===== src/rtl/shifter16_al_seq_if.sv =====
// Request/result bundle of the sequential 16-bit arithmetic shift-left unit.
// The requester drives start/shift/in; the unit returns result and status flags.
interface shifter16_al_seq_if;
  logic        start;
  logic [3:0]  shift;
  logic [15:0] in;
  logic [15:0] out;
  logic        busy;
  logic        done;
  logic        ovf;
  logic        zero;

  modport master (
    output start, shift, in,
    input  out, busy, done, ovf, zero
  );

  modport slave (
    input  start, shift, in,
    output out, busy, done, ovf, zero
  );
endinterface


===== src/rtl/shifter16_al_seq.sv =====
// Sequential 16-bit arithmetic shift-left: one bit per clock, done pulse on completion,
// sticky signed-overflow and zero flags on the held result.
module shifter16_al_seq (
  input  logic              clk,
  input  logic              reset_n,
  shifter16_al_seq_if.slave bus
);

  typedef enum logic [1:0] {
    IDLE  = 2'd0,
    SHIFT = 2'd1,
    DONE  = 2'd2
  } state_t;

  state_t      state_q, state_d;
  logic [15:0] work_q, work_d;
  logic [15:0] out_q, out_d;
  logic [3:0]  cnt_q, cnt_d;
  logic        ovf_acc_q, ovf_acc_d;
  logic        ovf_q, ovf_d;

  always_ff @(posedge clk) begin
    if (!reset_n) begin
      state_q   <= IDLE;
      work_q    <= 16'h0000;
      out_q     <= 16'h0000;
      cnt_q     <= 4'd0;
      ovf_acc_q <= 1'b0;
      ovf_q     <= 1'b0;
    end else begin
      state_q   <= state_d;
      work_q    <= work_d;
      out_q     <= out_d;
      cnt_q     <= cnt_d;
      ovf_acc_q <= ovf_acc_d;
      ovf_q     <= ovf_d;
    end
  end

  always_comb begin
    state_d   = state_q;
    work_d    = work_q;
    out_d     = out_q;
    cnt_d     = cnt_q;
    ovf_acc_d = ovf_acc_q;
    ovf_d     = ovf_q;
    unique case (state_q)
      IDLE, DONE: begin
        if (bus.start) begin
          work_d    = bus.in;
          cnt_d     = bus.shift;
          ovf_acc_d = 1'b0;
          if (bus.shift == 4'd0) begin
            out_d   = bus.in;
            ovf_d   = 1'b0;
            state_d = DONE;
          end else begin
            state_d = SHIFT;
          end
        end else begin
          state_d = IDLE;
        end
      end
      SHIFT: begin
        // A sign change between the top two bits means a bit leaving the word
        // disagrees with the sign that will remain.
        work_d    = {work_q[14:0], 1'b0};
        ovf_acc_d = ovf_acc_q | (work_q[15] ^ work_q[14]);
        cnt_d     = cnt_q - 4'd1;
        if (cnt_q == 4'd1) begin
          out_d   = work_d;
          ovf_d   = ovf_acc_d;
          state_d = DONE;
        end
      end
      default: state_d = IDLE;
    endcase
  end

  assign bus.out  = out_q;
  assign bus.busy = (state_q == SHIFT);
  assign bus.done = (state_q == DONE);
  assign bus.ovf  = ovf_q;
  assign bus.zero = (out_q == 16'h0000);

endmodule


===== src/flat_wrapper.sv =====
// flat-port wrapper written by rule: the top's interface ports become plain ports
module shifter16_al_seq_flat 
  (clk, reset_n, bus_start, bus_shift, bus_in, bus_out, bus_busy, bus_done, bus_ovf, bus_zero);
  shifter16_al_seq_if bus_i ();
  input  logic clk;
  input  logic reset_n;
  input wire logic [$bits(bus_i.start)-1:0] bus_start;
  input wire logic [$bits(bus_i.shift)-1:0] bus_shift;
  input wire logic [$bits(bus_i.in)-1:0] bus_in;
  output wire logic [$bits(bus_i.out)-1:0] bus_out;
  output wire logic [$bits(bus_i.busy)-1:0] bus_busy;
  output wire logic [$bits(bus_i.done)-1:0] bus_done;
  output wire logic [$bits(bus_i.ovf)-1:0] bus_ovf;
  output wire logic [$bits(bus_i.zero)-1:0] bus_zero;
  assign bus_i.start = bus_start;
  assign bus_i.shift = bus_shift;
  assign bus_i.in = bus_in;
  assign bus_out = bus_i.out;
  assign bus_busy = bus_i.busy;
  assign bus_done = bus_i.done;
  assign bus_ovf = bus_i.ovf;
  assign bus_zero = bus_i.zero;
  shifter16_al_seq u_core (.clk(clk), .reset_n(reset_n), .bus(bus_i));
endmodule

===== config.mk =====
export PLATFORM = sky130hd
export DESIGN_NAME = shifter16_al_seq_flat
export DESIGN_NICKNAME = d
export VERILOG_FILES = /design/src/rtl/shifter16_al_seq_if.sv /design/src/rtl/shifter16_al_seq.sv /design/src/flat_wrapper.sv
export SDC_FILE = /design/constraint.sdc
export NUM_CORES = 1
export LEC_CHECK = 0
export ABC_AREA = 1
export CAP_MARGIN = 10
export CORE_MARGIN = 2
export CORE_UTILIZATION = 40
export DETAILED_ROUTE_END_ITERATION = 10
export PLACE_DENSITY_LB_ADDON = 0.1
export SLEW_MARGIN = 20
export SYNTH_ARGS = -nofsm -noshare
export SYNTH_HDL_FRONTEND = slang
export SYNTH_SLANG_ARGS = --single-unit

===== constraint.sdc =====
create_clock -name clk -period 2.3 [get_ports clk]
set_clock_uncertainty 0.1 [all_clocks]
set_input_delay 0.23 -clock clk [delete_from_list [all_inputs] [get_ports clk]]
set_output_delay 0.23 -clock clk [all_outputs]
set_load 0.03 [all_outputs]

==> results.yml, run 1 <==
finish:
  layoutNonFillerInstCount: 358
  finish.net_count: 330
  layout-drive-gt1-share_pct: 5.88
  antennaDiodeCount: 0
  multi_input_area_um2: 863
  fill_cells: 446
  synth_to_final_area_change_pct: 34.8
  mostFrequentLayoutCells: "nand2_1 (58), clkdlybuf4s50_1 (41), dfxtp_1 (40)"
  register_area_um2: 801
  layout_commonest_cell: "nand2_1"
sta:
  hold_vio_cnt_final: 0
  report.final.slew_viol_count: 0
  fmax_mhz: 486
  tightest_slew_margin_relative_to_the_limit_pct: 71.8
  timing.hold.ws_ns: 0.377
  rsz_0062_raised_after_global_routing: "no"
  report.final.setup_viol: 0
  worst-slew-pin-transition_ns: 0.422
  tns_ns: 0
  final_min_period_over_clock_period_pct: 89.4
  timing.final.ws_setup_ns: 0.244
  finalCriticalPeriod_ns: 2.06
synthesis:
  synthDistinctLibCells: 21
  yosysTopAreaCell: "dfxtp_1"
  post_synth_instance_area_um2: 1820
  yosysWarningCount: 0
  yosysTopAreaCellShare_pct: 43.9
  synth.yosys.seq_area_share_pct: 43.9
  yosys_register_bits: 40
  netlist_instances: 265
  synth_area_per_cell_um2: 6.88
  synth.area.top_cells: "dfxtp_1 (44%), nand2_1 (12%), a21oi_1 (11%)"
  postSynthNetCount: 290
power_and_ir_drop:
  power.clock.fraction_pct: 36.5
  p_int_mw: 1.54
  total_power_mw: 2.18
  power_per_cell_area_nw_per_um2: 887
  max-vdd-ir-drop_mv: 0.625
  power.combinational.fraction_pct: 25.5
  leakage_nw: 1.07
  net-switching-power_mw: 0.638
  sequentialPowerShare_pct: 38.0
  power_switching_share_pct: 29.3
floorplanning:
  coreArea_um2: 4380
  initial_utilization_pct: 41.6
  design.portCount: 43
  fp.dieH_um: 71.5
  std_cell_rows: 24
  dieArea_um2: 5120
  dieWidth_um: 71.5
critical_path:
  criticalPathCategory: "flop to output port"
  critical_path.max_stage_delay_ns: 0.72
  worst_setup_ep_type: "output port"
  r2r_setup_slack_ns: 0.61
  critPathLaunchType: "flop"
  worst_ep_required_time_ns: 1.97
  number_of_buffers_and_inverters_on_the_critical_path: 2
  timing.critical_path.cells: "inv_2 > nor2_4 > clkdlybuf4s50_1"
  critPathMaxFanout: 9
  worstPathArrival_ns: 1.73
  crit_family: "buffers and inverters"
  critPathSlowestCell: "clkdlybuf4s50_1"
grt:
  via_count_of_the_first_global_routing_pass: 1559
  grt_start_max_net_pins: 33
  grtUsageTotal_pct: 18.2
  grt_pass1_wl_um: 7400
  grt-ovfl-total: 0
  grt_antenna_before_repair: 0
clocking:
  cts_buffer_depth: 2
  htree_levels: 2
  cts_sinks: 40
  postCtsSetupRepairBufs: 0
  cts_buffers: 5
  cts.clk_slew.worst_paths_ns: 0.08
  number_of_gates_given_a_new_drive_strength_after_cts: 0
  tritoncts: "done"
  cts_hold_buffers: 0
  clock_insertion_delay_worst_skew_ns: 0.29
  cts-root-buf: "clkbuf_8"
routing:
  drt_first_pass_iters: 4
  num_vias: 1775
  wl_per_cell_um: 12.3
  detail_route.vias_per_cell: 4.96
  drt_drc_violations_left: 0
  antenna_violating_nets_post_route: 0
  routed_wirelength_um: 4410
  drtIter0Drc: 82
placement:
  place.port_buffers: 42
  globalplace.congestion: 0.758
  placement.setup.worst_slack_ns: 0.400
  dp.cells: 350
  dp_hpwl_um: 3040
hold_path:
  hold_path.class: "flop to flop"
status:
  status: "complete, no violations"
job:
  cap_violations: 0
[power groups by stage]
stage | logic [mW] | registers (mW) | clock network (mW)
floorplan | 0.295 | 0.903 | 0
global placement | 0.553 | 0.844 | 0
detailed placement | 0.559 | 0.845 | 0
CTS | 0.561 | 0.829 | 0.807
global route | 0.620 | 0.841 | 0.837
finish | 0.556 | 0.829 | 0.797
[worst reg2reg max path: stages, from the launching register on]
cell     delay, ns
dfxtp_1       0.40
inv_2         0.08
nor2_4        0.22
nand2_2       0.26
buf_4         0.29
a21oi_1       0.17
nor2_1        0.06
[synth_stat cells]
cell and number:
a21oi_1 39, a31oi_1 1, buf_1 1, buf_2 11, clkbuf_1 3, clkinv_1 1, dfxtp_1 40, ha_1 2
inv_1 22, inv_2 1, nand2_1 58, nand2_2 1, nand3_1 21, nand3b_1 1, nand4_1 1, nor2_1 23
nor2_2 1, nor2_4 1, nor4_1 4, o21ai_0 27, o21ai_1 6
[stage by stage]
| stage | utilization, % | cell area [um^2] |
|---|---|---|
| final | 56.1 | 2460 |
| after global routing | 56.1 | 2460 |
| after CTS | 56.0 | 2460 |
| after detailed placement | 52.4 | 2300 |
| after global placement | 52.4 | 2300 |
| after floorplan | - | 1820 |
[metal layers]
metal  GRT usage [%]  vias up  part of all wire [%]  wire, um
met5               0        -                     0         0
met4            4.40        0                  0.57        25
met1            26.6      769                    51      2270
met3            5.49        2                   5.8       255
met2            26.3       47                    42      1860
li1                -      957                     -         -
[cells by family (layout without fill, tap and decap cells)]
group / count (synthesis) / count (layout) / share of synthesized area, %
AO/OA/AOI/OAI: 73 / 73 / 20.1
adder cells (fa/ha/maj): 2 / 2 / 1.37
buffers and inverters: 39 / 80 / 8.78
flip-flops: 40 / 40 / 43.9
AND/OR/NAND/NOR: 111 / 111 / 25.9
[state kept, by name (all words and copies together) (netlist names)]
signal            flops
u_core.work_q        16
u_core.state_q        2
u_core.bus.out       16
u_core.ovf_acc_q      1
u_core.cnt_q          4
u_core.bus.ovf        1
[layout make-up]
| cell class | instances | share of cell area [%] |
|---|---|---|
| clock inverter | 3 | 3.66 |
| sequential | 40 | 32.6 |
| tap | 52 | 2.65 |
| clock buffer | 5 | 2.80 |
| timing repair buffer | 48 | 19.5 |
| inverter | 24 | 3.66 |
| multi-input combinational | 186 | 35.1 |
[path summary, 6_finish.rpt]
path	startpoint	endpoint	cells past startpoint
worst max-delay path	u_core.state_q[0]$_SDFFE_PN0P_	bus_busy	3
worst min register to register	u_core.work_q[0]$_SDFFE_PN0P_	u_core.work_q[0]$_SDFFE_PN0P_	2
worst min-delay path	u_core.work_q[0]$_SDFFE_PN0P_	u_core.work_q[0]$_SDFFE_PN0P_	2
worst max register to register	u_core.state_q[0]$_SDFFE_PN0P_	u_core.bus.out[12]$_SDFFE_PN0P_	6
Power figures use the tool's default switching activity.
==> inputs of run 2 (changes only) <==
--- a/config.mk
+++ b/config.mk
@@ -9,6 +9,7 @@
 export CAP_MARGIN = 10
 export CORE_MARGIN = 2
 export CORE_UTILIZATION = 40
+export CTS_CLUSTER_SIZE = 16
 export DETAILED_ROUTE_END_ITERATION = 10
 export PLACE_DENSITY_LB_ADDON = 0.1
 export SLEW_MARGIN = 20
==> results of run 2 <==
No change in the layout: final DEF, timing and power equal those of run 1.
